$ cat config.mk
export PLATFORM = sky130hd
export DESIGN_NAME = pokey_pot_scanner
export DESIGN_NICKNAME = d
export VERILOG_FILES = /design/src/rtl/pokey_pot_scanner.sv
export SDC_FILE = /design/constraint.sdc
export NUM_CORES = 1
export LEC_CHECK = 0
export CAP_MARGIN = 20
export CORE_ASPECT_RATIO = 1.2
export CORE_MARGIN = 2
export CORE_UTILIZATION = 25
export DETAILED_ROUTE_END_ITERATION = 6
export SYNTH_ARGS = -nofsm -noshare
export SYNTH_HDL_FRONTEND = slang
export SYNTH_SLANG_ARGS = --single-unit
$ cat constraint.sdc
create_clock -name o2 -period 2.38 [get_ports o2]
set_input_delay 0.476 -clock o2 [delete_from_list [all_inputs] [get_ports o2]]
set_output_delay 0.476 -clock o2 [all_outputs]
set_load 0.03 [all_outputs]
$ cat src/rtl/pokey_pot_scanner.sv
// pokey_pot_scanner: N-channel paddle/potentiometer scanner for POKEY.
// One shared line counter (ticking per scanline, or per o2 cycle in fast
// mode) and per-channel capture registers. A POTGO strobe dumps the pot
// capacitors for DUMP_CYCLES cycles, then scans until every channel has
// crossed threshold or the counter reaches MAX_COUNT.
// Optional: define POKEY_POT_SYNC_EN to add a 2-flop synchronizer per pot_in bit.
module pokey_pot_scanner #(
   parameter int NUM_POTS    = 8,
   parameter int CNT_W       = 8,
   parameter int MAX_COUNT   = 228,
   parameter int LINE_DIV    = 114,
   parameter int DUMP_CYCLES = 2
) (
   input  logic                      o2,
   input  logic                      rst,
   input  logic                      potgo,
   input  logic                      fast_scan,
   input  logic [NUM_POTS-1:0]       pot_in,
   output logic [NUM_POTS-1:0]       pot_dump,
   output logic [NUM_POTS*CNT_W-1:0] pot_val,
   output logic [NUM_POTS-1:0]       allpot,
   output logic                      scan_busy,
   output logic                      scan_done
);

   localparam int PRE_W = (LINE_DIV > 1) ? $clog2(LINE_DIV) : 1;
   localparam int DT_W  = (DUMP_CYCLES > 1) ? $clog2(DUMP_CYCLES) : 1;

   localparam logic [CNT_W-1:0] MAX_C    = CNT_W'(MAX_COUNT);
   localparam logic [PRE_W-1:0] PRE_LAST = PRE_W'(LINE_DIV - 1);
   localparam logic [DT_W-1:0]  DT_LAST  = DT_W'(DUMP_CYCLES - 1);

   typedef enum logic [1:0] {
      S_IDLE,
      S_DUMP,
      S_SCAN,
      S_DONE
   } state_t;

   state_t                    state,    state_n;
   logic [DT_W-1:0]           dump_tmr, dump_tmr_n;
   logic [CNT_W-1:0]          cnt,      cnt_n;
   logic [PRE_W-1:0]          pre,      pre_n;
   logic                      mode,     mode_n;
   logic [NUM_POTS-1:0]       allpot_q, allpot_n;
   logic [NUM_POTS*CNT_W-1:0] val_q,    val_n;
   logic [NUM_POTS-1:0]       pot_eff;
   logic                      tick;

`ifdef POKEY_POT_SYNC_EN
   logic [NUM_POTS-1:0] sync_q1, sync_q2;

   // Two-flop synchronizer on the threshold comparator inputs
   always_ff @(posedge o2) begin
      if (rst) begin
         sync_q1 <= '0;
         sync_q2 <= '0;
      end else begin
         sync_q1 <= pot_in;
         sync_q2 <= sync_q1;
      end
   end

   // Scan logic sees the synchronized comparator outputs
   always_comb begin
      pot_eff = sync_q2;
   end
`else
   // Comparator outputs are already synchronous to o2
   always_comb begin
      pot_eff = pot_in;
   end
`endif

   // State and datapath registers
   always_ff @(posedge o2) begin
      if (rst) begin
         state    <= S_IDLE;
         dump_tmr <= '0;
         cnt      <= '0;
         pre      <= '0;
         mode     <= 1'b0;
         allpot_q <= '0;
         val_q    <= '0;
      end else begin
         state    <= state_n;
         dump_tmr <= dump_tmr_n;
         cnt      <= cnt_n;
         pre      <= pre_n;
         mode     <= mode_n;
         allpot_q <= allpot_n;
         val_q    <= val_n;
      end
   end

   // Next-state: potgo restarts from any state; SCAN captures, ticks and terminates
   always_comb begin
      state_n    = state;
      dump_tmr_n = dump_tmr;
      cnt_n      = cnt;
      pre_n      = pre;
      mode_n     = mode;
      allpot_n   = allpot_q;
      val_n      = val_q;
      tick       = 1'b0;

      if (potgo) begin
         state_n    = S_DUMP;
         dump_tmr_n = '0;
         cnt_n      = '0;
         pre_n      = '0;
         allpot_n   = '1;
         mode_n     = fast_scan;
      end else begin
         case (state)
            S_IDLE: begin
               state_n = S_IDLE;
            end
            S_DUMP: begin
               if (dump_tmr == DT_LAST) begin
                  state_n = S_SCAN;
                  cnt_n   = '0;
                  pre_n   = '0;
               end else begin
                  dump_tmr_n = dump_tmr + DT_W'(1);
               end
            end
            S_SCAN: begin
               tick  = mode || (pre == PRE_LAST);
               pre_n = (pre == PRE_LAST) ? '0 : pre + PRE_W'(1);
               for (int unsigned i = 0; i < NUM_POTS; i++) begin
                  if (allpot_q[i] && pot_eff[i]) begin
                     val_n[i*CNT_W +: CNT_W] = cnt;
                     allpot_n[i]             = 1'b0;
                  end
               end
               // Terminal tick: same-cycle captures already hold MAX_C since cnt == MAX_C
               if (tick) begin
                  if (cnt == MAX_C) begin
                     for (int unsigned i = 0; i < NUM_POTS; i++) begin
                        if (allpot_n[i]) begin
                           val_n[i*CNT_W +: CNT_W] = MAX_C;
                        end
                     end
                     allpot_n = '0;
                  end else begin
                     cnt_n = cnt + CNT_W'(1);
                  end
               end
               if (allpot_n == '0) begin
                  state_n = S_DONE;
               end
            end
            S_DONE: begin
               state_n = S_IDLE;
            end
            default: begin
               state_n = S_IDLE;
            end
         endcase
      end
   end

   // Outputs decoded from state; a restart strobe masks the completion pulse
   always_comb begin
      pot_dump  = (state == S_SCAN) ? '0 : '1;
      scan_busy = (state == S_DUMP) || (state == S_SCAN);
      scan_done = (state == S_DONE) && !potgo;
      allpot    = allpot_q;
      pot_val   = val_q;
   end

endmodule
Word level (Yosys, flattened, before mapping)

Cells that the tools add are included.

Register bits: 91
Latch bits: 0
Memory bits (writable): 0
Memory bits (read-only): 0
Input bits: 12
Memories kept: 0

$add $sub $neg: 3
$mul: 0
Divide/modulo/power cells: 0
$lt $le $gt $ge: 0
Eq/ne operators: 11
Shift operators: 0
Mux-type cells: 61
Bitwise logic cells: 1
Reduce and logical (&&, ||, !) cells: 23

Operators with widths:

| kind                                                                  | number |
|---|---|
| 8-bit 2-to-1 mux                                                      | 26 |
| 64-bit 2-to-1 mux                                                     | 2 |
| 1-bit 2-to-1 mux                                                      | 26 |
| 8-bit case mux with 2 select lines                                    | 1 |
| 7-bit 2-to-1 mux                                                      | 2 |
| 7-bit case mux with 2 select lines                                    | 1 |
| 1-bit logical AND                                                     | 9 |
| 8-bit by 1-bit adder with 8-bit output, second input constant         | 1 |
| 8-bit equality test, second input constant                            | 1 |
| 8-bit logical NOT                                                     | 1 |
| 2-bit != test, second input constant                                  | 4 |
| 2-bit AND reduction                                                   | 4 |
| 7-bit by 1-bit adder with 7-bit output, second input constant         | 1 |
| 7-bit equality test, second input constant                            | 1 |
| 3-bit != test, second input constant                                  | 2 |
| 2-bit case mux with 3 select lines                                    | 1 |
| 2-bit equality test, second input constant                            | 2 |
| 2-bit 2-to-1 mux                                                      | 2 |
| 4-bit AND reduction                                                   | 1 |
| 2-bit nonzero test                                                    | 2 |
| 2-bit OR reduction                                                    | 2 |
| 2-bit by 1-bit equality test with 1-bit output, second input constant | 1 |
| 2-bit logical NOT                                                     | 1 |
| 1-bit logical OR                                                      | 2 |
| 3 further kinds                                                       | 3 |

Depth between registers and ports, before layout

Depth after elaboration: 12
Mapped depth: 10
Gate-level depth less buffers: 7

Worst setup path before layout

Ideal clock, no wire load.

Kind: reg-to-reg
From: register state[0]
To: register val_q[48] (netlist: pot_val[48])
Library setup time: 78 ps
Data arrival time: 1876 ps
Required time: 2302 ps
Slack: 426 ps
Cell stages (with the launch flop): 11
Path buffers: 3
Cells stage by stage: dfxtp_1 inv_1 ha_1 buf_2 inv_2 nor2_4 and3_1 buf_2 buf_6 and2_1 nor3_1

Word-level cells in the longest chain between the ends: 2

Ends and longest elaborated chain:

| item                                 | RTL line | RTL |
|---|---|---|
| from (decl)                          | 40       | `state_t state, state_n;` |
| from (signal assigned)               | 86       | `state <= state_n;` |
| 2-bit equality test                  | 115      | `case (state)` |
| 2-bit AND reduction (no source line) | -        |  |
| to (signal assigned)                 | 92       | `val_q <= val_n;` |
| to (decl)                            | 46       | `logic [NUM_POTS*CNT_W-1:0] val_q, val_n;` |

No other way between the ends.
A chain may end at the register's enable or synchronous reset.

Worst setup path after layout

From: register state[1]
To: output pot_dump[1]

Word-level cells in the longest chain between the ends: 2

Ends and longest elaborated chain:

| item                | RTL line | RTL |
|---|---|---|
| 2-bit equality test | 166      | `pot_dump = (state == S_SCAN) ? '0 : '1;` |
| 8-bit 2-to-1 mux    | 166      |  |
| to (decl)           | 19       | `output logic [NUM_POTS-1:0] pot_dump,` |

No other way between the ends.

==> results_dict.tcl <==
set metrics [dict create \
    synthCells 421 \
    drv_cap 0 \
    rsz0062_at_grt "no" \
    ys_seq_area_share_pct 44.6 \
    post-route-period-util_pct 88.1 \
    coreArea_sq_mm 0.0161 \
    first_iter_violations 209 \
    htree_levels 3 \
    fillers 1597 \
    place_ws_ps 4.16 \
    reg2regPathDepth 8 \
    finalHoldViolCount 0 \
    cts_tree "built" \
    grt_max_degree 39 \
    comb_power_share_pct 7.9 \
    holdCritStartpoint "allpot[4]" \
    clkSlewWorstSetupHoldPaths_ps 70 \
    tns_ps 0 \
    worstSetupPathType "reg -> out" \
    ys_async_sr_fraction_pct 0 \
    crit_path_end_kind "primary output" \
    power_density_mw_per_mm2 605 \
    ys_ff_latch 91 \
    clkLatencyLatePin_ps 340 \
    post_cts_buffers 0 \
    worstPathMaxFanout 10 \
    grt_pass1_wl_microns 18100 \
    areaGrowthSynthToFinish_pct 36.6 \
    pin_count 94 \
    clock_skew_ps 4.66 \
    grt_usage_pct 13.4 \
    fin_nets 532 \
    power_frac_seq_pct 46.3 \
    antennaDiodeCount 0 \
    overflow 0 \
    yosysWarnings 0 \
    cts-hold-fix-buffers 0 \
    min_path_type "reg -> reg" \
    startpoint "state[1]" \
    wl_per_cell_microns 15.8 \
    synth-edff-count 0 \
    clk_path_buf_depth 2 \
    drc_errors 0 \
    holdPathEnd "allpot[4]" \
    antenna_left 0 \
    outcome "completed" \
    die_area_sq_mm 0.0174 \
    die_w_microns 121 \
    vias_per_cell 4.67 \
    cts_sinks 91 \
    port_buffers 93 \
    layout-drive-gt1-share_pct 12.4 \
    setup_viol 0 \
    worstPathRequired_ps 1900 \
    dp_hpwl_microns 8440 \
    p_total_mw 3.38 \
    reg2reg_slack_ps 340 \
    p_leak_nw 2.35 \
    relSlewSlack_pct 62.8 \
    power.share.switching_pct 23.8 \
    num_rows 51 \
    internal-power_mw 2.57 \
    startpoint_type "flop" \
    final_cell_mix "91 x dfxtp_1, 82 x clkdlybuf4s50_1, 67 x mux2i_1, 40 x a21oi_1, 36 x nor3_1" \
    initial_core_util_pct 25.3 \
    syn-cell-area_sq_mm 0.00409 \
    synthFlopType "dfxtp_1" \
    whs_path_depth 2 \
    setup_ws_ps 284 \
    p_sw_mw 0.803 \
    vdd_drop_max_mv 0.380 \
    syn_nets 440 \
    clockPowerShare_pct 45.8 \
    post_cts_resized 0 \
    tightest_slew_ps 557 \
    grt_pass1_vias 3477 \
    rr_startpoint "cnt[0]" \
    first_pass_iters 4 \
    gp_congestion 0.791 \
    vias 3410 \
    final_common_cell "dfxtp_1" \
    post-route-min-period_ps 2100 \
    cts_made_buffers 9 \
    crit_arrival_ps 1620 \
    ys_types 47 \
    cts_root_buf "clkbuf_16" \
    r2r_end "pot_val[60]" \
    drt-total-wl_microns 11500 \
    slew_violations 0 \
    antenna_found_initial 0 \
    die_h_microns 144 \
    fmax_mhz 477 \
    avgSynthCellArea_sq_um 9.71 \
]
## worst max path at each step
stage | depth (start not counted) | to
2_1_floorplan | 10 | pot_val[48]
3_3_place_gp | 7 | state[1]
3_5_place_dp | 7 | state[1]
4_1_cts | 4 | scan_busy
5_1_grt | 8 | pot_val[60]
6_report | 4 | pot_dump[1]
## synthesized netlist by cell type, types with 9 or more instances
master    count  share of area (%)
clkbuf_1     19                1.7
dfxtp_1      91                 45
o21ai_1      15                1.8
nor3_1       36                4.4
nor2b_1       9                1.4
nand2b_1      9                1.4
nor2_1       11                1.0
nand2_1      21                1.9
mux2i_1      67                 16
a21oi_1      40                4.9
and2_1        9                1.4
o21a_1        9                1.7
## critical path, stage by stage, from the launching register on
cell	delay, ps
dfxtp_1	400
ha_2	360
inv_2	150
buf_4	190
buf_4	170
## kinds of logic (layout without fill, tap and decap cells)
kind of cell	count (synthesis)	after routing	synth area share, %
XOR/XNOR	4	4	0.857
adder cells (fa/ha/maj)	7	7	2.14
flip-flops	91	91	44.6
AO/OA/AOI/OAI	80	80	11.8
AND/OR/NAND/NOR	129	129	18.5
multiplexers	69	69	17.2
buffers and inverters	41	138	4.99
## power groups by stage
stage | Sequential (mW) | Clock, mW | Combinational, mW
floorplan | 1.62 | 0 | 0.140
global placement | 1.60 | 0 | 0.261
detailed placement | 1.60 | 0 | 0.266
CTS | 1.56 | 1.59 | 0.267
global route | 1.57 | 1.65 | 0.286
finish | 1.56 | 1.55 | 0.266
## cell type report
type / count / area (sq um) / area share [%]
clock inverter: 7 / 101 / 1.81
sequential: 91 / 1820 / 32.6
multi-input combinational: 289 / 2070 / 37.0
inverter: 8 / 30.0 / 0.538
clock buffer: 9 / 225 / 4.03
tap: 212 / 265 / 4.75
timing repair buffer: 114 / 1080 / 19.3
## per-layer routing
metal | track usage [%] | part of all wire, % | wire length [microns] | vias up
met2 | 23.5 | 50 | 5720 | 89
met4 | 4.59 | 1.8 | 209 | 0
met5 | 0 | 0 | 0 | -
met1 | 15.7 | 44 | 5070 | 1625
met3 | 3.75 | 4.7 | 545 | 17
li1 | - | - | - | 1679
## metrics by stage
stage | hold WS (ps) | instance area (sq um) | utilization, % | std cells
2_1_floorplan | 461 | 4090 | - | 421
3_3_place_gp | 477 | 5250 | 32.5 | 714
3_5_place_dp | 498 | 5250 | 32.5 | 714
4_1_cts | 509 | 5580 | 34.6 | 730
5_1_grt | 525 | 5590 | 34.6 | 730
6_report | 510 | 5590 | 34.6 | 730
## registers in the layout, summed over array words and instances, names as in the netlist
name      cells
pot_val      64
allpot        8
pre           7
state         2
cnt           8
dump_tmr      1
mode          1
No activity file was read; power rests on OpenSTA's default activity.
